`src/rtl/axil_ctrl_regs.sv`:
```
// AXI4-Lite control register bank with RW registers, per-register write pulses and RO status words.
// Optional macro AXIL_CTRL_SLVERR_EN: SLVERR on writes to RO/unmapped words and reads of unmapped.
module axil_ctrl_regs #(
  parameter int unsigned C_S_AXI_CONTROL_ADDR_WIDTH = 12,
  parameter int unsigned C_S_AXI_CONTROL_DATA_WIDTH = 32,
  parameter int unsigned NUM_RW_REGS                = 8,
  parameter int unsigned NUM_RO_REGS                = 4
) (
  input  logic                                            ap_clk,
  input  logic                                            ap_rst,
  input  logic                                            s_axi_control_awvalid,
  output logic                                            s_axi_control_awready,
  input  logic [C_S_AXI_CONTROL_ADDR_WIDTH-1:0]           s_axi_control_awaddr,
  input  logic                                            s_axi_control_wvalid,
  output logic                                            s_axi_control_wready,
  input  logic [C_S_AXI_CONTROL_DATA_WIDTH-1:0]           s_axi_control_wdata,
  input  logic [C_S_AXI_CONTROL_DATA_WIDTH/8-1:0]         s_axi_control_wstrb,
  output logic                                            s_axi_control_bvalid,
  input  logic                                            s_axi_control_bready,
  output logic [1:0]                                      s_axi_control_bresp,
  input  logic                                            s_axi_control_arvalid,
  output logic                                            s_axi_control_arready,
  input  logic [C_S_AXI_CONTROL_ADDR_WIDTH-1:0]           s_axi_control_araddr,
  output logic                                            s_axi_control_rvalid,
  input  logic                                            s_axi_control_rready,
  output logic [C_S_AXI_CONTROL_DATA_WIDTH-1:0]           s_axi_control_rdata,
  output logic [1:0]                                      s_axi_control_rresp,
  output logic [C_S_AXI_CONTROL_DATA_WIDTH*NUM_RW_REGS-1:0] regs_out,
  output logic [NUM_RW_REGS-1:0]                          reg_wr_pulse,
  input  logic [C_S_AXI_CONTROL_DATA_WIDTH*NUM_RO_REGS-1:0] status_in
);

  localparam int unsigned AW = C_S_AXI_CONTROL_ADDR_WIDTH;
  localparam int unsigned DW = C_S_AXI_CONTROL_DATA_WIDTH;
  localparam int unsigned IW = AW - 2;

  typedef enum logic [1:0] {
    WrIdle = 2'd0,
    WrData = 2'd1,
    WrResp = 2'd2,
    WrRst  = 2'd3
  } wr_state_e;

  typedef enum logic [1:0] {
    RdIdle = 2'd0,
    RdData = 2'd1,
    RdRst  = 2'd3
  } rd_state_e;

  wr_state_e             wstate_q, wstate_d;
  rd_state_e             rstate_q, rstate_d;
  logic [IW-1:0]         waddr_q, waddr_d;
  logic [DW-1:0]         regs_q [NUM_RW_REGS];
  logic [DW-1:0]         regs_d [NUM_RW_REGS];
  logic [NUM_RW_REGS-1:0] wr_pulse_q, wr_pulse_d;
  logic [DW-1:0]         rdata_q, rdata_d;
  logic [IW-1:0]         rd_idx;

  // Byte offset within a word carries no meaning for word-aligned registers.
  logic unused_addr_bits;
  assign unused_addr_bits = ^{s_axi_control_awaddr[1:0], s_axi_control_araddr[1:0]};

  assign rd_idx = s_axi_control_araddr[AW-1:2];

`ifdef AXIL_CTRL_SLVERR_EN
  localparam logic [IW-1:0] RwEnd = IW'(NUM_RW_REGS);
  localparam logic [IW-1:0] RoEnd = IW'(NUM_RW_REGS + NUM_RO_REGS);
  logic [1:0] bresp_q, bresp_d;
  logic [1:0] rresp_q, rresp_d;
`endif

  always_comb begin
    wstate_d   = wstate_q;
    waddr_d    = waddr_q;
    regs_d     = regs_q;
    wr_pulse_d = '0;
`ifdef AXIL_CTRL_SLVERR_EN
    bresp_d    = bresp_q;
`endif
    unique case (wstate_q)
      WrIdle: begin
        if (s_axi_control_awvalid) begin
          waddr_d  = s_axi_control_awaddr[AW-1:2];
          wstate_d = WrData;
        end
      end
      WrData: begin
        if (s_axi_control_wvalid) begin
          for (int i = 0; i < NUM_RW_REGS; i++) begin
            if (waddr_q == IW'(i)) begin
              for (int b = 0; b < DW / 8; b++) begin
                if (s_axi_control_wstrb[b]) regs_d[i][8*b +: 8] = s_axi_control_wdata[8*b +: 8];
              end
              wr_pulse_d[i] = 1'b1;
            end
          end
`ifdef AXIL_CTRL_SLVERR_EN
          bresp_d = (waddr_q < RwEnd) ? 2'b00 : 2'b10;
`endif
          wstate_d = WrResp;
        end
      end
      WrResp: begin
        if (s_axi_control_bready) wstate_d = WrIdle;
      end
      default: wstate_d = WrIdle;
    endcase
  end

  always_comb begin
    rstate_d = rstate_q;
    rdata_d  = rdata_q;
`ifdef AXIL_CTRL_SLVERR_EN
    rresp_d  = rresp_q;
`endif
    unique case (rstate_q)
      RdIdle: begin
        if (s_axi_control_arvalid) begin
          rdata_d = '0;
          for (int i = 0; i < NUM_RW_REGS; i++) begin
            if (rd_idx == IW'(i)) rdata_d = regs_q[i];
          end
          for (int k = 0; k < NUM_RO_REGS; k++) begin
            if (rd_idx == IW'(NUM_RW_REGS + k)) rdata_d = status_in[DW*k +: DW];
          end
`ifdef AXIL_CTRL_SLVERR_EN
          rresp_d = (rd_idx < RoEnd) ? 2'b00 : 2'b10;
`endif
          rstate_d = RdData;
        end
      end
      RdData: begin
        if (s_axi_control_rready) rstate_d = RdIdle;
      end
      default: rstate_d = RdIdle;
    endcase
  end

  always_ff @(posedge ap_clk) begin
    if (ap_rst) begin
      wstate_q   <= WrRst;
      rstate_q   <= RdRst;
      waddr_q    <= '0;
      regs_q     <= '{default: '0};
      wr_pulse_q <= '0;
      rdata_q    <= '0;
`ifdef AXIL_CTRL_SLVERR_EN
      bresp_q    <= 2'b00;
      rresp_q    <= 2'b00;
`endif
    end else begin
      wstate_q   <= wstate_d;
      rstate_q   <= rstate_d;
      waddr_q    <= waddr_d;
      regs_q     <= regs_d;
      wr_pulse_q <= wr_pulse_d;
      rdata_q    <= rdata_d;
`ifdef AXIL_CTRL_SLVERR_EN
      bresp_q    <= bresp_d;
      rresp_q    <= rresp_d;
`endif
    end
  end

  assign s_axi_control_awready = (wstate_q == WrIdle);
  assign s_axi_control_wready  = (wstate_q == WrData);
  assign s_axi_control_bvalid  = (wstate_q == WrResp);
  assign s_axi_control_arready = (rstate_q == RdIdle);
  assign s_axi_control_rvalid  = (rstate_q == RdData);
  assign s_axi_control_rdata   = rdata_q;
  assign reg_wr_pulse          = wr_pulse_q;

`ifdef AXIL_CTRL_SLVERR_EN
  assign s_axi_control_bresp = bresp_q;
  assign s_axi_control_rresp = rresp_q;
`else
  assign s_axi_control_bresp = 2'b00;
  assign s_axi_control_rresp = 2'b00;
`endif

  for (genvar g = 0; g < NUM_RW_REGS; g++) begin : g_regs_out
    assign regs_out[DW*g +: DW] = regs_q[g];
  end

endmodule

```
`config.mk`:
```
export PLATFORM = sky130hd
export DESIGN_NAME = axil_ctrl_regs
export DESIGN_NICKNAME = d
export VERILOG_FILES = /design/src/rtl/axil_ctrl_regs.sv
export SDC_FILE = /design/constraint.sdc
export NUM_CORES = 1
export LEC_CHECK = 0
export ABC_CLOCK_PERIOD_IN_PS = 1900
export BUFFER_PORTS_ARGS = -buffer_cell sky130_fd_sc_hd__buf_2
export CAP_MARGIN = 20
export CORE_MARGIN = 5
export CORE_UTILIZATION = 30
export DETAILED_ROUTE_END_ITERATION = 10
export PLACE_DENSITY_LB_ADDON = 0.3
export SLEW_MARGIN = 20
export SYNTH_ARGS = -nofsm -noshare
export SYNTH_HDL_FRONTEND = slang
export SYNTH_SLANG_ARGS = --single-unit
```
`constraint.sdc`:
```
create_clock -name ap_clk -period 1.9 [get_ports ap_clk]
set_input_delay 0.095 -clock ap_clk [delete_from_list [all_inputs] [get_ports ap_clk]]
set_output_delay 0.095 -clock ap_clk [all_outputs]
set_load 0.02 [all_outputs]
```
==> flow_summary.yaml <==
status:
  status: "finished, violations left"
  failed_checks: "setup timing"
timing:
  finalCriticalPeriod_ps: 2120
  drv_slew: 0
  tightest_slew_ps: 755
  setup_viol: 64
  final.setup.worst_slack_ps: -222
  worst_hold_slack_ps: 10.7
  finalHoldViolCount: 0
  maxSlewHeadroom: 0.497
  fin_crit_sh: 1.12
  skew_ps: 27.5
  tns_ps: -8220
  fmaxAchievable_ghz: 0.471
  rsz0062_at_grt: "true"
placed_design:
  place.gp.congestion: 0.949
  port_buffers: 491
  hpwlAfterDp_um: 67400
  place_ws_ps: -321
routing:
  drtPass1Iterations: 6
  final_antenna_net_count: 0
  routedWlPerCell_um: 27.0
  via_count: 17953
  routed_via_density: 5.52
  drc: 0
  drt-total-wl_um: 87700
  drtIter0Drc: 1797
clock_network:
  cts_tree: "yes"
  cts_htree_levels: 2
  cts_buffers: 38
  clock_path_buffers: 3
  clkLatencyLatePin_ps: 580
  clkTransAtPathRegs_ps: 60
  cts_sinks: 310
  clock-root-buffer: "clkbuf_16"
setup_path:
  path_class: "reg2reg"
  arrival_ps: 2540
  critPathLaunch: "waddr_q[3]"
  r2r-end: "regs_out[236]"
  crit_fanout: 15
  r2r_cells: 6
  timing.rr.start: "waddr_q[3]"
  worstSetupStartpointType: "flip-flop"
  max_stage_delay_ps: 550
  crit_chain: "or4_4, or4_4, buf_12, buf_12, o21ai_1, a21oi_2"
  slowest_stage: "or4_4"
  r2r_slack_ps: -220
  crit_path_end_kind: "flip-flop"
  required_ps: 2320
floorplan:
  dieArea_um2: 55700
  die_y_um: 236
  die_x_um: 236
  ios: 500
  core-area_um2: 50400
  start_util: 0.304
  rows: 82
grt:
  globalRouteOverflowTotal: 0
  grt-busiest-layer: "met2"
  grt_max_degree: 133
  grt_util_all_layers: 0.294
  use_met2: 0.487
  grt_pass1_vias: 17412
  met1_usage: 0.384
  grt_first_pass_wirelength_um: 124000
  antenna_found_initial: 6
  met3_usage: 0.0676
synthesis:
  yosysWarnings: 0
  async_flop_share: 0
  synth_area_um2: 15300
  ys.flop_type: "dfxtp_1"
  yosysTopAreaCell: "dfxtp_1"
  yosysSeqAreaShare: 0.405
  synth_edf_count: 0
  syn_inst: 1890
  postSynthAreaPerCell_um2: 8.11
  synth_top_cell_area_share: 0.405
  synthDistinctLibCells: 74
  yosys-top-cells-area: "dfxtp_1, mux2i_1, a21oi_1"
  synth_seq_cells: 310
power_and_ir_drop:
  p_leak_nw: 10.1
  powerDensity_nw_per_um2: 696
  ir_drop_uv: 552
run:
  cap_violations: 0
hold_path:
  hold_class: "in2reg"
  whs_path_depth: 4
  hp-start: "status_in[8]"
  hold_end: "s_axi_control_rdata[8]"
layout:
  drive_above_1_share: 0.382
  nets: 2743
  area_growth_pct: 48.1
timing repair:
item / 4_1_cts / 5_1_grt
hold endpoints to repair: 283 / 8
buffers inserted: 7 / 17
hold buffers: 58 / 1
resized for setup: 40 / 199
endpoints found under the setup margin: 194 / 247
cloned: 0 / 4
pin swaps: 12 / 23
worst max-delay path: cells and delay by family, from the launching register on:
family	cells	cell delay, ps
simple gates	2	1100
flops	1	320
buf+inv	2	330
compound gates	2	220
Yosys cell counts (6+ instances only):
library cell,n
a2111oi_0,6
a21oi_1,251
a222oi_1,11
a31oi_1,9
buf_1,10
buf_2,27
clkbuf_1,137
dfxtp_1,310
inv_1,9
mux2_2,32
mux2i_1,151
mux4_2,7
nand2_1,221
nand2b_1,7
nand3_1,30
nand3b_1,11
nand4_1,9
nor2_1,188
nor2b_1,10
nor3_1,53
o211ai_1,7
o21ai_0,172
o21ai_1,31
o22ai_1,25
o2bb2ai_1,23
or3_1,17
through the flow:
stage	power, W	utilization	instance area [um^2]	cells
after global placement	0.00833	0.397	20000	3095
final	0.0158	0.451	22700	3250
after CTS	0.0158	0.437	22000	3228
after detailed placement	0.00834	0.397	20000	3095
after floorplan	0.00745	-	15400	1893
after global routing	0.0162	0.451	22700	3250
power breakdown:
group          switching, W  leakage [nW]  internal [W]
registers         0.0000409          2.50       0.00654
logic               0.00112          7.02      0.000693
clock network       0.00314         0.622       0.00426
total               0.00430          10.1        0.0115
registers in the layout, indices dropped and copies added, names as in the netlist:
name,count
regs_out,256
s_axi_control_rdata,32
waddr_q,10
reg_wr_pulse,8
rstate_q,2
wstate_q,2
worst max path at each step:
| stage | depth (start not counted) | end | slack, ps |
|---|---|---|---|
| 6_report | 6 | regs_out[236] | -220 |
| 5_1_grt | 6 | regs_out[227] | -260 |
| 4_1_cts | 6 | regs_out[236] | -160 |
| 3_5_place_dp | 9 | s_axi_control_rdata[16] | -320 |
| 3_3_place_gp | 9 | s_axi_control_rdata[16] | -310 |
| 2_1_floorplan | 6 | regs_out[231] | -100 |
cells by family after synthesis:
kind of cell | Yosys count | share of synthesized area
flip-flops | 310 | 0.405
other | 1 | 0.000245
AND/OR/NAND/NOR | 596 | 0.183
AO/OA/AOI/OAI | 600 | 0.226
multiplexers | 190 | 0.132
buffers and inverters | 193 | 0.0531
layer usage:
layer / share of wire / up-vias / routed length [um]
met5: 0.00044 / - / 39
met4: 0.035 / 6 / 3110
met3: 0.084 / 148 / 7400
met2: 0.47 / 880 / 40800
met1: 0.41 / 8792 / 36300
li1: - / 8127 / -
cells in the final DEF (no fill, tap or decap), drive strengths merged, types with 9 or more instances in the layout:
cell         instances
dfxtp              310
clkinv              11
nand3               34
inv                 13
a222oi              11
o21ai              203
nor3                58
nand4                9
mux2                32
nand3b              11
or3                 17
nand2              221
buf                739
mux2i              151
a21oi              251
clkbuf              52
dlygate4sd3         59
o2bb2ai             23
nor2b               10
o22ai               25
a31oi                9
nor2               195
layout make-up:
| class | count | area, um^2 |
|---|---|---|
| clock inverters | 17 | 198 |
| well taps | 672 | 841 |
| multi-input cells | 1390 | 8860 |
| fillers | 5012 | 27700 |
| flip-flops and latches | 310 | 6210 |
| inverters | 9 | 33.8 |
| repair buffers | 799 | 5500 |
| clock buffers | 51 | 1060 |
| diodes | 2 | 5.00 |
No activity file was read; power rests on OpenSTA's default activity.
